==> src/rtl/image_frame_uart_tx.sv <==
// Streams START_CHAR, W*H row-major pixels from a 1-cycle RAM, then STOP_CHAR into a UART TX FIFO. Optional `FRAME_CLAMP_EN remaps marker-valued pixels.
// Latency: 3*W*H+4 cycles from the frame_start cycle to frame_done when tx_full stays low.
// Backpressure: SEND states hold while tx_full. Pushes are spaced >=2 cycles so tx_full always reflects the last push.
module image_frame_uart_tx #(
  parameter int          IMAGE_WIDTH = 8,
  parameter int          IMAGE_HIGHT = 8,
  parameter int          DATA_WIDTH  = 8,
  parameter logic [7:0]  START_CHAR  = 8'd90,
  parameter logic [7:0]  STOP_CHAR   = 8'd90,
  parameter int          ADDR_WIDTH  = $clog2(IMAGE_WIDTH*IMAGE_HIGHT)
) (
  input  logic                  clk,
  input  logic                  reset_n,
  input  logic                  frame_start,
  input  logic                  abort,
  output logic                  pix_rd_en,
  output logic [ADDR_WIDTH-1:0] pix_addr,
  input  logic [DATA_WIDTH-1:0] pix_data,
  input  logic                  tx_full,
  output logic                  write_uart,
  output logic [7:0]            tx_data,
  output logic                  frame_busy,
  output logic                  frame_done,
  output logic [2:0]            state
);

  localparam int unsigned NPIX = IMAGE_WIDTH * IMAGE_HIGHT;
  localparam logic [ADDR_WIDTH-1:0] LAST_ADDR = ADDR_WIDTH'(NPIX - 1);

  typedef enum logic [2:0] {
    IDLE       = 3'd0,
    SEND_START = 3'd1,
    FETCH      = 3'd2,
    WAIT_DATA  = 3'd3,
    SEND_PIX   = 3'd4,
    SEND_STOP  = 3'd5,
    DONE       = 3'd6
  } state_t;

  state_t                  state_q, state_d;
  logic [ADDR_WIDTH-1:0]   pix_addr_q, pix_addr_d;
  logic [DATA_WIDTH-1:0]   pix_q;
  logic                    write_uart_q;
  logic [7:0]              tx_data_q;
  logic                    pix_rd_en_q;
  logic                    frame_busy_q;
  logic                    frame_done_q;
  logic                    push;
  logic [7:0]              push_byte;
  logic                    can_push;

  function automatic logic [7:0] payload_byte(input logic [7:0] px);
    logic [7:0] r;
    r = px;
`ifdef FRAME_CLAMP_EN
    // Keep marker values out of the payload so the receiver can resync on them.
    if (px == START_CHAR) begin
      r = (START_CHAR == 8'd0) ? 8'd1 : START_CHAR - 8'd1;
    end else if (px == STOP_CHAR) begin
      r = (STOP_CHAR == 8'd0) ? 8'd1 : STOP_CHAR - 8'd1;
    end
`endif
    return r;
  endfunction

  // No push in the cycle right after a push: tx_full would not yet include it.
  assign can_push = !tx_full && !write_uart_q;

  always_comb begin
    state_d    = state_q;
    pix_addr_d = pix_addr_q;
    push       = 1'b0;
    push_byte  = 8'd0;
    case (state_q)
      IDLE: begin
        pix_addr_d = '0;
        if (frame_start && !abort) begin
          state_d = SEND_START;
        end
      end
      SEND_START: begin
        if (can_push) begin
          push      = 1'b1;
          push_byte = START_CHAR;
          state_d   = FETCH;
        end
      end
      FETCH:     state_d = WAIT_DATA;
      WAIT_DATA: state_d = SEND_PIX;
      SEND_PIX: begin
        if (can_push) begin
          push      = 1'b1;
          push_byte = payload_byte(8'(pix_q));
          if (pix_addr_q == LAST_ADDR) begin
            pix_addr_d = '0;
            state_d    = SEND_STOP;
          end else begin
            pix_addr_d = pix_addr_q + ADDR_WIDTH'(1);
            state_d    = FETCH;
          end
        end
      end
      SEND_STOP: begin
        if (can_push) begin
          push      = 1'b1;
          push_byte = STOP_CHAR;
          state_d   = DONE;
        end
      end
      DONE:    state_d = IDLE;
      default: state_d = IDLE;
    endcase
    if (abort && (state_q != IDLE)) begin
      state_d    = IDLE;
      pix_addr_d = '0;
      push       = 1'b0;
    end
  end

  always_ff @(posedge clk or negedge reset_n) begin
    if (!reset_n) begin
      state_q      <= IDLE;
      pix_addr_q   <= '0;
      pix_q        <= '0;
      write_uart_q <= 1'b0;
      tx_data_q    <= 8'd0;
      pix_rd_en_q  <= 1'b0;
      frame_busy_q <= 1'b0;
      frame_done_q <= 1'b0;
    end else begin
      state_q      <= state_d;
      pix_addr_q   <= pix_addr_d;
      write_uart_q <= push;
      if (push) begin
        tx_data_q <= push_byte;
      end
      // RAM data arrives during WAIT_DATA, since the read strobe is high throughout FETCH.
      if (state_q == WAIT_DATA) begin
        pix_q <= pix_data;
      end
      pix_rd_en_q  <= (state_d == FETCH);
      frame_busy_q <= (state_d != IDLE);
      frame_done_q <= (state_d == DONE);
    end
  end

  assign pix_rd_en  = pix_rd_en_q;
  assign pix_addr   = pix_addr_q;
  assign write_uart = write_uart_q;
  assign tx_data    = tx_data_q;
  assign frame_busy = frame_busy_q;
  assign frame_done = frame_done_q;
  assign state      = state_q;

endmodule

==> config.mk <==
export PLATFORM = sky130hd
export DESIGN_NAME = image_frame_uart_tx
export DESIGN_NICKNAME = d
export VERILOG_FILES = /design/src/rtl/image_frame_uart_tx.sv
export SDC_FILE = /design/constraint.sdc
export NUM_CORES = 1
export LEC_CHECK = 0
export ABC_CLOCK_PERIOD_IN_PS = 2100
export CAP_MARGIN = 20
export CORE_AREA = 2 2 95 69
export DETAILED_ROUTE_END_ITERATION = 10
export DIE_AREA = 0 0 97 71
export GPL_TIMING_DRIVEN = 0
export PLACE_DENSITY_LB_ADDON = 0.15
export SLEW_MARGIN = 30
export SYNTH_ARGS = -nofsm -noshare
export SYNTH_HDL_FRONTEND = slang
export SYNTH_SLANG_ARGS = --single-unit
==> constraint.sdc <==
create_clock -name clk -period 2.1 [get_ports clk]
set_input_delay 0.63 -clock clk [delete_from_list [all_inputs] [get_ports clk]]
set_output_delay 0.63 -clock clk [all_outputs]
set_load 0.01 [all_outputs]
==> qor.csv, run 1 <==
metric,value,unit
outcome,"complete, no violations",
RSZ-0062 raised after global routing,no,
Post-Route Skew,7.00,ps
Yosys cell types,36,
Worst slew margin,56.0,%
met1 Use GR,13.9,%
die area,6890,um2
Yosys reg bits,29,
Hold WS,379,ps
GR met3 Demand/Resource,4.15,%
final slew viol count,0,
dpl ws,-326,ps
Num CTS Buffers,5,
Core Footprint,6040,um2
Final Hold Vio Count,0,
clock sink count,29,
maximum VDD drop,0.000486,V
Ys Warns,0,
Area after DPL,1770,um2
Row Count,24,
share of the synthesized area in the top cell type,54.1,%
Worst-Skew Late Latency,280,ps
Reg-to-Reg End,frame_busy,
gr ovfl total,0,
DP Wirelength,2340,um
largest net degree at the start of global routing,30,
Mapped Cells,121,
CP max FO,10,
Mapped Area,1340,um2
Port Buf Inserts,33,
kind of critical path,primary input to flip-flop,
critical path's largest stage delay,550,ps
drt pass-1 iters,4,
Worst Path Arrival,2100,ps
"Top cell by count, worst path",a21oi_1,
Die W,97,um
pwr/cell area,1150,nW/um2
Avg Inst Size Synth,11.1,um2
leading area contributor after synthesis,dfrtp_1,
H-tree levels,2,
Post-Route WL,3230,um
Final Non-Filler Cells,239,
P&R area growth vs syn,39.4,%
CP bufs+invs,2,
startpoint types,primary input,
Pwr Total,2.15,mW
Synth area leaders,"dfrtp_1, mux2_2, o21ai_0, nand2_1, a21oi_1",
first-pass GRT wire length,5550,um
Final #Nets,175,
via count,1076,
clk buf depth,2,
"Primary FF master, synth",dfrtp_1,
final period utilization,92.2,%
Max-Cap Viols,0,
Worst R2R Start,state[2],
Crit path max-delay family,buffers and inverters,
DR iter-0 viols,22,
Slew @ Worst Pin,660,ps
post-synthesis sequential area ratio,54.1,%
fin crit period,1940,ps
met2 usage,14.8,%
root buffer cell,clkbuf_8,
Max Fclk,0.517,GHz
R2R setup slack,240,ps
CP endpoint kind,flip-flop,
"critical path, cell by cell","clkdlybuf4s50_1, clkbuf_2, o21ai_0, a21oi_1, a21oi_1, or2_1",
Starting Density,22.2,%
placed cells,232,
CTS tree,done,
initial antenna violation count,0,
final setup margin,164,ps
number of synthesized flops with an enable pin,0,
via/cell ratio,4.50,
Hold/Removal Path Class,primary input to async pin,
layout cell share with drive strength beyond 1,18.6,%
ant diodes,0,
setup TNS,0,ps
antenna violation net count after detailed routing,0,
routability cong.,0.782,
vias in the first global route,1140,
"Reg clk slew, reported paths",60,ps
"Req. time, crit path",2260,ps
crit path max-delay cell type,clkdlybuf4s50_1,
Lkg Pwr,0.749,nW
setup violators final,0,
Top Usage Layer GRT,met2,
Die Ht,71,um
FF-to-FF path depth,5,
syn nets,135,
WL per Instance,13.5,um
boundary pin count,34,
postcts setup bufs,0,
all-layer global routing usage,10.3,%
# DRC,0,
fraction of registers with async set/reset,100,%
fin util,31.0,%
post-route cell area,1870,um2
-- state kept, by name, indices dropped and copies added, names as in the netlist --
name / cells
frame_done: 1
pix_q: 8
write_uart: 1
tx_data: 8
state: 3
pix_rd_en: 1
pix_addr: 6
frame_busy: 1
-- worst reg2reg max path, cell delays in order, from the launching register on --
cell      delay [ps]
dfrtp_1          410
buf_2            230
nand3b_1         430
a21boi_1         360
a21oi_1          110
or2_1            210
-- cell usage after synthesis (all sizes together) (4+ instances only) --
library cell  count
dfrtp            29
o21ai            10
nand2            10
nand3             5
nor2              9
o22a              4
a21oi             7
buf               4
mux2             10
-- how the worst max path moves through the flow --
stage	depth (start not counted)	end	slack [ps]	from
final	6	frame_busy	160	abort
after global routing	6	frame_busy	20	abort
after CTS	6	frame_busy	20	abort
after detailed placement	5	tx_data[5]	-330	tx_full
after global placement	5	tx_data[2]	-320	tx_full
after floorplan	4	tx_data[2]	280	tx_full
-- cells in the final DEF, fill, tap and decap left out, drive strengths merged, types with 2 or more instances in the layout --
master and n:
clkbuf 7, nor3 3, a21boi 2, dfrtp 29, nand3 5, or2 2
o22a 4, nand4 2, clkdlybuf4s50 31, nand2 10, a21oi 7, o31ai 3
buf 5, o21ai 10, a22o 3, inv 3, nor2 9, mux2 10
-- cells by family (layout without fill, tap and decap cells) --
family | after synthesis | after routing | synth area share [%]
buffers and inverters | 9 | 49 | 3.35
adders and majority gates | 1 | 1 | 0.932
AOI/OAI and AO/OA | 33 | 33 | 17.9
DFF | 29 | 29 | 54.1
and+or+nand+nor | 39 | 39 | 15.4
muxes | 10 | 10 | 8.39
-- layer usage --
layer | vias to the layer above | wire length [um] | part of all wire [%]
met4 | 0 | 36 | 1.1
met3 | 4 | 253 | 7.8
met5 | - | 0 | 0
li1 | 519 | - | -
met2 | 40 | 1350 | 42
met1 | 513 | 1590 | 49
-- cell type report --
cell class	instances	area (um2)
clock buffer	5	68.8
fill	616	4160
timing repair buffer	33	324
sequential	29	726
inverter	3	11.3
multi-input combinational	83	574
clock inverter	2	35.0
buffer	6	35.0
tap	78	97.6
-- where the power goes --
group          leakage, nW  internal (mW)  total [mW]  switching [mW]
clock network       0.0540          0.344       0.550           0.206
logic                0.332          0.411       0.752           0.341
registers            0.363          0.738       0.844           0.106
total                0.749           1.49        2.15           0.653
-- what timing repair did --
item	CTS	global route
gates resized for setup	2	2
endpoints found under the setup margin	6	5
hold buffers	0	0
gates cloned	0	0
Note: power is estimated with default switching activity, not from simulation.
==> run 2, diff against run 1 <==
Settings changed: ABC_CLOCK_PERIOD_IN_PS 2100 to 1800, CORE_AREA 2 2 95 69 to 4 4 97 71, DIE_AREA 0 0 97 71 to 0 0 101 75.
Clock period 2.1 ns to 1.8 ns, I/O delays scaled along.
==> run 2 against run 1 <==
Critical path depth shrank 2. Wire length is 9.4% higher. Hold slack worse by 86 ps. Clock power increased by 28%. Die area rose by 10%. Register-to-register slack got worse by 160 ps. Count of clock-buffer cells in the layout is 1 higher. Flip-flop and latch count unchanged. Core utilization is 1.6 points higher. Critical path type unchanged.
==> qor.csv, run 2 (synthesis gave the netlist of run 1 again) <==
metric,value,unit
gr ovfl total,0,
Hold/Removal Path Class,primary input to async pin,
startpoint types,primary input,
setup violators final,0,
Worst slew margin,55.3,%
Reg area,728,um2
drt pass-1 iters,4,
Worst R2R Start,state[1],
CP endpoint kind,flip-flop,
final slew viol count,0,
CTS tree,done,
WL per Instance,14.4,um
Num CTS Buffers,5,
kind of critical path,primary input to flip-flop,
ant diodes,0,
largest net degree at the start of global routing,30,
multi-input logic area,597,um2
# DRC,0,
Pwr Total,2.64,mW
via/cell ratio,4.56,
maximum VDD drop,0.000386,V
Lkg Pwr,0.827,nW
die area,7580,um2
Slew @ Worst Pin,671,ps
"Reg clk slew, reported paths",70,ps
fill count,606,
Final Hold Vio Count,0,
first-pass GRT wire length,5710,um
vias in the first global route,1105,
clock sink count,29,
clk buf depth,2,
Post-Route WL,3530,um
routability cong.,0.866,
R2R setup slack,80,ps
"Req. time, crit path",1970,ps
Post-Route Skew,4.38,ps
DR iter-0 viols,29,
Die W,101,um
outcome,"complete, no violations",
boundary pin count,34,
Max-Cap Viols,0,
all-layer global routing usage,10.0,%
RSZ-0062 raised after global routing,yes,
"commonest non-fill, non-tap cell in the layout",dfrtp_1,
Row Count,24,
Worst Path Arrival,1940,ps
FF-to-FF path depth,5,
DP Wirelength,2430,um
layout cell share with drive strength beyond 1,27.4,%
CP startpoint,abort,
Max Fclk,0.564,GHz
Die Ht,75,um
Reg-to-Reg End,pix_addr[5],
Core Footprint,6040,um2
Port Buf Inserts,33,
antenna violation net count after detailed routing,0,
"commonest cells after routing, fill and taps aside","dfrtp_1, clkdlybuf4s50_1, nand2_1, mux2_2",
CTS Hold Bufs,0,
Worst-Skew Late Latency,280,ps
via count,1121,
Final #Nets,181,
initial antenna violation count,0,
P&R area growth vs syn,46.5,%
CP max FO,7,
final period utilization,98.4,%
pwr/cell area,1340,nW/um2
fin util,32.6,%
H-tree levels,2,
root buffer cell,clkbuf_8,
setup TNS,0,ps
Starting Density,22.2,%
fin crit period,1770,ps
## run 2: area by class of cell
cell class | instances | area share [%]
Inverter | 3 | 0.700
Tap cell | 78 | 4.96
Timing Repair Buffer | 40 | 18.8
Clock buffer | 6 | 4.20
Sequential cell | 29 | 37.0
Buffer | 5 | 2.04
Clock inverter | 2 | 1.91
Multi-Input combinational cell | 83 | 30.3
## run 2: routing by layer
layer	track usage [%]	share of wire, %	wire, um
met3	4.35	9.0	318
met2	14.8	43	1520
met4	3.83	1.4	50
met5	0	0	0
met1	13.0	46	1640
## run 2: report_power, final
part           internal [mW]  total [mW]  switching (mW)
Clock                  0.450       0.705           0.256
Combinational          0.526       0.968           0.441
Sequential             0.861       0.972           0.110
Total                   1.84        2.64           0.807
## run 2: worst max-delay path by stage
stage,endpoint,slack [ps],depth (start not counted)
after floorplan,tx_data[2],70,4
after global placement,tx_data[5],-530,5
after detailed placement,tx_data[5],-520,5
after CTS,write_uart,0.5,1
after global routing,pix_addr[5],-40,5
final,tx_data[2],30,4
## run 2: what timing repair did
action | in CTS | in global routing
buffers inserted | 5 | 2
resized for setup | 9 | 14
pin swaps | 0 | 2
setup endpoints to repair | 27 | 14
## run 2: per-stage QoR
stage | hold WS (ps) | instance area, um2 | std cells | worst slack, ps
floorplan | 244 | 1340 | 121 | 68.8
global placement | 463 | 1770 | 232 | -535
detailed placement | 471 | 1770 | 232 | -523
CTS | 312 | 1920 | 244 | 0.505
global route | 358 | 1970 | 246 | -42.1
finish | 293 | 1970 | 246 | 28.1
## run 2: critical path, stage by stage
cell	delay [ps]
clkdlybuf4s50_1	480
or4_4	550
buf_6	150
a22o_1	220
